==> src/rtl/seq_core.sv <==
// seq_core: multi-cycle fetch/decode/execute/memory core for the 4-bit-opcode ISA.
// Holds the PC, register file and zero flag. It fetches over a req/ack
// instruction port and performs loads/stores over a req/ack data port.
// Either port may insert wait states.
// Ports:
//   clk, reset_n             clock (rising edge), asynchronous active-low reset
//   instr_req/addr/ack/data  instruction fetch handshake (addr = pc)
//   mem_req/we/addr/wdata    data access request, held stable until mem_ack
//   mem_ack/rdata            data access completion and read data
//   pc, zero_flag            architectural PC and Z flag
//   halted, illegal          core stopped (HALT or undefined opcode)
//   dbg_idx/dbg_data         combinational register file read for debug
module seq_core #(
  parameter int unsigned DATA_W    = 8,
  parameter int unsigned REG_IDX_W = 2,
  parameter int unsigned IMM_W     = 8,
  localparam int unsigned INSTR_W  = 4 + REG_IDX_W + IMM_W
) (
  input  logic                 clk,
  input  logic                 reset_n,
  output logic                 instr_req,
  output logic [IMM_W-1:0]     instr_addr,
  input  logic                 instr_ack,
  input  logic [INSTR_W-1:0]   instr_data,
  output logic                 mem_req,
  output logic                 mem_we,
  output logic [IMM_W-1:0]     mem_addr,
  output logic [DATA_W-1:0]    mem_wdata,
  input  logic                 mem_ack,
  input  logic [DATA_W-1:0]    mem_rdata,
  output logic [IMM_W-1:0]     pc,
  output logic                 zero_flag,
  output logic                 halted,
  output logic                 illegal,
  input  logic [REG_IDX_W-1:0] dbg_idx,
  output logic [DATA_W-1:0]    dbg_data
);

  localparam int unsigned NREG = 1 << REG_IDX_W;

  localparam logic [3:0] OP_MOVIR = 4'h0;
  localparam logic [3:0] OP_MOVRR = 4'h1;
  localparam logic [3:0] OP_MOVMR = 4'h2;
  localparam logic [3:0] OP_MOVRM = 4'h3;
  localparam logic [3:0] OP_ADDRR = 4'h4;
  localparam logic [3:0] OP_ADDI  = 4'h5;
  localparam logic [3:0] OP_SUBRR = 4'h6;
  localparam logic [3:0] OP_SUBI  = 4'h7;
  localparam logic [3:0] OP_JZI   = 4'h8;
  localparam logic [3:0] OP_JZR   = 4'h9;
  localparam logic [3:0] OP_HALT  = 4'hE;

  typedef enum logic [2:0] {S_FETCH, S_DECODE, S_EXEC, S_MEM, S_HALT} state_t;

  state_t               state;
  logic [INSTR_W-1:0]   ir;
  logic [DATA_W-1:0]    regs [NREG];

  logic [3:0]           op;
  logic [REG_IDX_W-1:0] rd, rs, rt;
  logic [IMM_W-1:0]     imm;
  logic [DATA_W-1:0]    imm_d, rd_v, rs_v, rt_v;
  logic [DATA_W-1:0]    alu_res;
  logic                 alu_wr, alu_zupd;
  logic                 op_illegal, jump_taken;
  logic [IMM_W-1:0]     jump_tgt;

  // Instruction field extraction from the latched IR
  assign op    = ir[INSTR_W-1 -: 4];
  assign rd    = ir[IMM_W +: REG_IDX_W];
  assign imm   = ir[IMM_W-1:0];
  assign rs    = imm[IMM_W-1 -: REG_IDX_W];
  assign rt    = imm[IMM_W-REG_IDX_W-1 -: REG_IDX_W];
  assign imm_d = DATA_W'(imm);
  assign rd_v  = regs[rd];
  assign rs_v  = regs[rs];
  assign rt_v  = regs[rt];

  assign instr_addr = pc;
  assign dbg_data   = regs[dbg_idx];

  assign op_illegal = (op >= 4'hA) && (op <= 4'hD);
  assign jump_taken = zero_flag && ((op == OP_JZI) || (op == OP_JZR));
  assign jump_tgt   = (op == OP_JZI) ? imm : IMM_W'(rd_v);

  // Register-writing result for EXEC; only the arithmetic ops touch Z
  always_comb begin
    alu_res  = '0;
    alu_wr   = 1'b0;
    alu_zupd = 1'b0;
    case (op)
      OP_MOVIR: begin alu_res = imm_d;       alu_wr = 1'b1; end
      OP_MOVRR: begin alu_res = rs_v;        alu_wr = 1'b1; end
      OP_ADDRR: begin alu_res = rs_v + rt_v; alu_wr = 1'b1; alu_zupd = 1'b1; end
      OP_ADDI:  begin alu_res = rd_v + imm_d; alu_wr = 1'b1; alu_zupd = 1'b1; end
      OP_SUBRR: begin alu_res = rs_v - rt_v; alu_wr = 1'b1; alu_zupd = 1'b1; end
      OP_SUBI:  begin alu_res = rd_v - imm_d; alu_wr = 1'b1; alu_zupd = 1'b1; end
      default:  ;
    endcase
  end

  // Control FSM; request lines are registered and raised on entry to their state
  always_ff @(posedge clk or negedge reset_n) begin
    if (!reset_n) begin
      state     <= S_FETCH;
      pc        <= '0;
      ir        <= '0;
      regs      <= '{default: '0};
      zero_flag <= 1'b0;
      instr_req <= 1'b0;
      mem_req   <= 1'b0;
      mem_we    <= 1'b0;
      mem_addr  <= '0;
      mem_wdata <= '0;
      halted    <= 1'b0;
      illegal   <= 1'b0;
    end else begin
      case (state)
        S_FETCH: begin
          // First cycle after reset arrives here with the request still low
          if (!instr_req) begin
            instr_req <= 1'b1;
          end else if (instr_ack) begin
            ir        <= instr_data;
            pc        <= pc + 1'b1;
            instr_req <= 1'b0;
            state     <= S_DECODE;
          end
        end
        S_DECODE: begin
          if (op_illegal) begin
            illegal <= 1'b1;
            halted  <= 1'b1;
            state   <= S_HALT;
          end else if (op == OP_HALT) begin
            halted <= 1'b1;
            state  <= S_HALT;
          end else if ((op == OP_MOVMR) || (op == OP_MOVRM)) begin
            mem_req   <= 1'b1;
            mem_we    <= (op == OP_MOVRM);
            mem_addr  <= imm;
            mem_wdata <= rd_v;
            state     <= S_MEM;
          end else begin
            state <= S_EXEC;
          end
        end
        S_EXEC: begin
          if (alu_wr)     regs[rd]  <= alu_res;
          if (alu_zupd)   zero_flag <= (alu_res == '0);
          if (jump_taken) pc        <= jump_tgt;
          instr_req <= 1'b1;
          state     <= S_FETCH;
        end
        S_MEM: begin
          if (mem_ack) begin
            if (!mem_we) regs[rd] <= mem_rdata;
            mem_req   <= 1'b0;
            instr_req <= 1'b1;
            state     <= S_FETCH;
          end
        end
        S_HALT: ;
        default: state <= S_HALT;
      endcase
    end
  end

endmodule

==> config.mk <==
export PLATFORM = sky130hd
export DESIGN_NAME = seq_core
export DESIGN_NICKNAME = d
export VERILOG_FILES = /design/src/rtl/seq_core.sv
export SDC_FILE = /design/constraint.sdc
export NUM_CORES = 1
export LEC_CHECK = 0
export ABC_CLOCK_PERIOD_IN_PS = 9480
export BUFFER_PORTS_ARGS = -buffer_cell sky130_fd_sc_hd__buf_2
export CAP_MARGIN = 25
export CORE_ASPECT_RATIO = 0.8
export CORE_MARGIN = 1
export CORE_UTILIZATION = 35
export DETAILED_ROUTE_END_ITERATION = 8
export HOLD_SLACK_MARGIN = 0.05
export PLACE_DENSITY = 0.63
export REMOVE_ABC_BUFFERS = 1
export SLEW_MARGIN = 30
export SYNTH_ARGS = -nofsm -noshare
export SYNTH_HDL_FRONTEND = slang
export SYNTH_SLANG_ARGS = --single-unit
==> constraint.sdc <==
create_clock -name clk -period 9.48 [get_ports clk]
set_input_delay 1.422 -clock clk [delete_from_list [all_inputs] [get_ports clk]]
set_output_delay 1.422 -clock clk [all_outputs]
set_load 0.01 [all_outputs]
---- After elaboration in Yosys (flattened, before gate mapping) ----
Index checks and enable logic that the tools add are counted.
operators by class
  eq/ne operators ......................... 23
  bitwise operators ....................... 7
  order comparisons ....................... 7
  multiplexer cells ....................... 46
  div/mod/pow operators ................... 0
  reductions and logical operators ........ 25
  $mul .................................... 0
  add/subtract/negate cells ............... 5
  shifts and indexed selects .............. 0
operators with widths
  kind                   number
  $mux W8                13
  $mux W32               3
  $bmux W8 S2            4
  $bwmux W32             2
  $pmux W32 S2           1
  $pmux W8 S6            1
  $ne A2 B2 Y1 const B   9
  $add A8 B8 Y8          2
  $demux W8 S2           1
  $eq A4 B3 Y1 const B   4
  $pmux W8 S2            1
  $reduce_and A4 Y1      4
  $sub A8 B8 Y8          2
  $mux W3                5
  $pmux W3 S5            1
  $eq A4 B4 Y1 const B   3
  $ge A3 B3 Y1 const B   4
  $mux W1                12
  $not A2 Y3             4
  $add A8 B1 Y8 const B  1
  $eq A4 B2 Y1 const B   2
  $logic_not A8 Y1       1
  $reduce_and A2 Y1      4
  $reduce_bool A2 Y1     4
  19 further kinds       25
word-level totals
  memories kept ........................... 0
  bits in read-only memories .............. 0
  bits in writable memories ............... 0
  latch bits .............................. 0
  input port bits ......................... 28
  word-level logic and storage cells ...... 128
  bits in registers ....................... 79

---- Longest topological paths before layout ----
  word-level depth ........................ 9
  depth in mapped cells ................... 16

---- Worst setup path before layout ----
No wires, ideal clock.
  path kind ............................... in2out
  start ................................... in dbg_idx[0]
  end ..................................... out dbg_data[0]
  arrival time ............................ 2.437 ns
  buffers on the path ..................... 1
  setup slack ............................. 5.621 ns
  cell stages on the path ................. 2
  cell sequence ........................... clkbuf_1 mux4_2
between the ends
  cells in the longest elaborated chain, start to end .. 4
ends and longest elaborated chain
  element                                     line  source
  from (decl)                                 35    input logic [REG_IDX_W-1:0] dbg_idx,
  $not A2 Y3 (implied by the code)            80    assign dbg_data = regs[dbg_idx];
  $bmux W8 S2                                 80
  $mux W8 (implied by the code) (2 in a row)  80
  to (decl)                                   36    output logic [DATA_W-1:0] dbg_data
No other way between the ends. The select of a mux whose other input is x is not followed.

---- Worst setup path after layout ----
  start ................................... reg ir[4]
  end ..................................... reg regs[23] in the netlist's numbering
between the ends
  cells in the longest elaborated chain, start to end .. 9
  elaborated cells on any way between the ends .. 12
  those cells by class .................... add/sub (4); mux (7); bitwise (1)
ends and longest elaborated chain
  element                                         line    source
  from (decl)                                     56      logic [INSTR_W-1:0] ir;
  from (signal assigned)                          124     ir <= instr_data;
  $not A2 Y3 (implied by the code)                77      assign rt_v = regs[rt];
  $bmux W8 S2                                     77
  $mux W8 (implied by the code) (2 in a row)      77
  $sub A8 B8 Y8 or $add A8 B8 Y8 (tied branches)  96, 94
  $pmux W8 S6 *                                   91      case (op)
  $bwmux W32 *                                    149     if (alu_wr) regs[rd] <= alu_res;
  $mux W32 *                                      149
  $pmux W32 S2 *                                  118     case (state)
  to (signal, indexed assignment)                 149
  to (signal, indexed assignment)                 157     if (!mem_we) regs[rd] <= mem_rdata;
  to (decl)                                       57      logic [DATA_W-1:0] regs [NREG];
Mark *: on every way between the ends. The rest lies on a longest branch, timed or not. The select of a mux whose other input is x is not followed.
A chain may end at the register's enable or synchronous reset.

==> out/qor.txt <==
CP cell instances = mux4_2 > inv_1 > ha_1 > nand2b_1 > nor4_1 > nor2_1 > xnor2_1 > ha_1 > or4_1 > o21ai_0 > xnor3_1 > nand2_1 > o2111ai_2 > a22o_1
Hold Crit Class = flop to flop
first-pass GRT wire length = 24,500 um
Synth warnings = 0
vias post-DR = 4,452
Reg2Reg Depth = 14
IO Count = 74
Worst-path clk slew = 60 ps
diodes inserted = 0
clk_lat worst skew = 350 ps
syn avg cell area = 10.5 um^2
CTS root buffer = clkbuf_16
ANT nets after route = 0
drt drc = 0
vias in the first global route = 4,559
Final TNS setup = 0 ps
drt total wl = 15,400 um
core area = 15,000 um^2
die area = 15,900 um^2
Mapped Cells = 512
drt initial violations = 436
setup bufs post-CTS = 0
Initial Util = 35.9%
Resize count post-CTS = 0
leakage power = 2.72 nW
max frequency = 0.232 GHz
Die Span Y = 113 um
M1 WL = 7060 um
number of iterations in the first detailed-routing pass = 7
largest net degree at the start of global routing = 80
met2 WL = 7030 um
max-cap violations = 0
global route overflow = 0
critical path class = flop to flop
FF-to-FF setup slack = 5170 ps
outcome = completed
fin util = 40.8%
WHS Endpoint = halted
minimum clock period = 4310 ps
drt wl/cell = 20.4 um
Detail Placement HPWL = 11,300 um
layout cells sized above 1 = 30.7%
endpoints failing setup = 0
min-delay src = halted
Post-Syn Area = 5390 um^2
GRT Total Usage = 20.3%
crit path max fanout = 15
Final Max Tran Viols = 0
worst slew pin tran = 858 ps
CP dominant cell by count = ha_1
Worst Path Required = 9710 ps
final clock skew = 7.26 ps
CP Capture Type = flop
Clock Sink Count = 79
Async SR Flop Fraction = 100%
Post-CTS Hold Buffers = 0
post-synthesis sequential area ratio = 36.7%
CTS Buf Count = 9
Slew headroom = 42.8%
PwrDens = 452 nW/um^2
slowest CP cell = dfrtp_1
register bit total from synthesis = 79
final hold viol count = 0
Die Width = 141 um
initial antenna violation count = 0
GPL Wtd Cong = 0.934
Layout area overhead = 13.5%
Row Count = 40
RSZ-0062 raised after global routing = false
CTS tree = done
Main synth FF type = dfrtp_1
Hold Path Stages = 1
H-tree levels = 3
CP Launch Type = flop
reg2reg start = ir[4]
CP Data Arrival Time = 4540 ps
fin crit share = 45.5%
nets@finish = 608
post-synth cell types = 58
met3 wire len = 960 um
port bufs = 73
reg2reg end = regs[23]
max incr delay on CP = 900 ps
Post-synth EDFFs = 0
highest metal used = met4
worst-case clock buffer depth = 2
vias per std cell = 5.90
maximum VDD drop = 0.189 mV
[worst max-delay path by stage]
stage,cells after the start,startpoint,end
2_1_floorplan,4,instr_ack,instr_addr[2]
3_3_place_gp,14,ir[4],regs[7]
3_5_place_dp,14,ir[4],regs[7]
4_1_cts,14,ir[4],regs[7]
5_1_grt,14,ir[4],regs[23]
6_report,14,ir[4],regs[23]
[metal layers]
| layer | vias up | track usage, % |
|---|---|---|
| met5 | - | 0 |
| met4 | 0 | 7.39 |
| met3 | 32 | 4.61 |
| met2 | 165 | 31.2 |
| met1 | 2272 | 28.0 |
| li1 | 1983 | - |
[Yosys cell counts (all sizes together) (4+ instances only)]
| cell type | number | share of area (%) |
|---|---|---|
| dfrtp | 79 | 37 |
| nor2 | 48 | 3.3 |
| mux2 | 43 | 9.0 |
| nand2 | 38 | 2.6 |
| o21ai | 32 | 3.0 |
| mux4 | 31 | 13 |
| a21oi | 27 | 2.5 |
| buf | 19 | 2.4 |
| clkbuf | 18 | 1.3 |
| ha | 17 | 3.9 |
| inv | 17 | 1.2 |
| xnor2 | 14 | 2.4 |
| mux2i | 11 | 2.0 |
| nor3 | 10 | 1.2 |
| nand2b | 8 | 0.93 |
| nand3 | 8 | 0.74 |
| a31oi | 7 | 0.81 |
| nor2b | 7 | 0.81 |
| o22ai | 7 | 0.81 |
| a22o | 5 | 0.81 |
| a22oi | 5 | 0.70 |
| o22a | 5 | 0.81 |
| xor2 | 5 | 0.81 |
| and3 | 4 | 0.46 |
| nor4 | 4 | 0.46 |
| or2 | 4 | 0.46 |
[worst max-delay path, delay by kind of cell, from the launching register on]
kind / cells / cell delay [ps]
simple gates: 5 / 1060
flops: 1 / 900
compound gates: 3 / 750
mux: 1 / 650
xor+xnor: 2 / 390
fa+ha+maj: 2 / 370
buf+inv: 1 / 90
[cells in the final DEF, fill, tap and decap left out, drive strengths merged, types with 4 or more instances in the layout]
cell type,instances
dfrtp,79
mux4,31
a22o,5
ha,17
a31oi,7
or2,4
nor2,48
nand3,8
xnor2,14
buf,75
xor2,5
nand2,38
clkbuf,11
nor4,4
o22ai,7
o21ai,32
a21oi,27
nor2b,7
a22oi,5
inv,18
nand2b,8
o22a,5
mux2i,11
and3,4
mux2,43
nor3,10
[power by group]
group | total [mW] | internal (mW) | switching (mW)
logic | 1.69 | 0.780 | 0.907
clock network | 0.355 | 0.211 | 0.144
registers | 0.723 | 0.470 | 0.252
total | 2.76 | 1.46 | 1.30
[registers in the layout (all words and copies together), names as in the netlist]
signal and count:
ir 14, mem_addr 8, illegal 1, zero_flag 1, instr_addr 8, mem_req 1, state 3, regs 32
mem_wdata 8, instr_req 1, mem_we 1, halted 1
[per-stage QoR]
| stage | hold slack [ps] | worst slack, ps | area, um^2 | power, mW | std cells |
|---|---|---|---|---|---|
| after floorplan | 490 | 5390 | 5190 | 1.87 | 475 |
| after global placement | 450 | 5330 | 5820 | 2.31 | 739 |
| after detailed placement | 460 | 5210 | 5820 | 2.38 | 739 |
| after CTS | 474 | 5190 | 6120 | 2.74 | 755 |
| after global routing | 488 | 4870 | 6120 | 2.98 | 755 |
| final | 470 | 5170 | 6120 | 2.76 | 755 |
[cell families after synthesis]
group                      Yosys count  synth area share, %
adders and majority gates           19                 4.69
and+or+nand+nor                    145                 13.2
muxes                               85                 24.0
DFF                                 79                 36.7
buffers and inverters               54                 4.85
AOI/OAI and AO/OA                  110                 13.0
xor gates and xnor gates            20                 3.64
[area by class of cell]
cell class / instances / area (um^2)
tap: 189 / 236
fill: 1480 / 8890
clock buffer: 11 / 243
inverter: 17 / 63.8
sequential: 79 / 1980
multi-input combinational: 379 / 3160
clock inverter: 5 / 56.3
timing repair buffer: 75 / 387
Note: power is estimated with default switching activity, not from simulation.
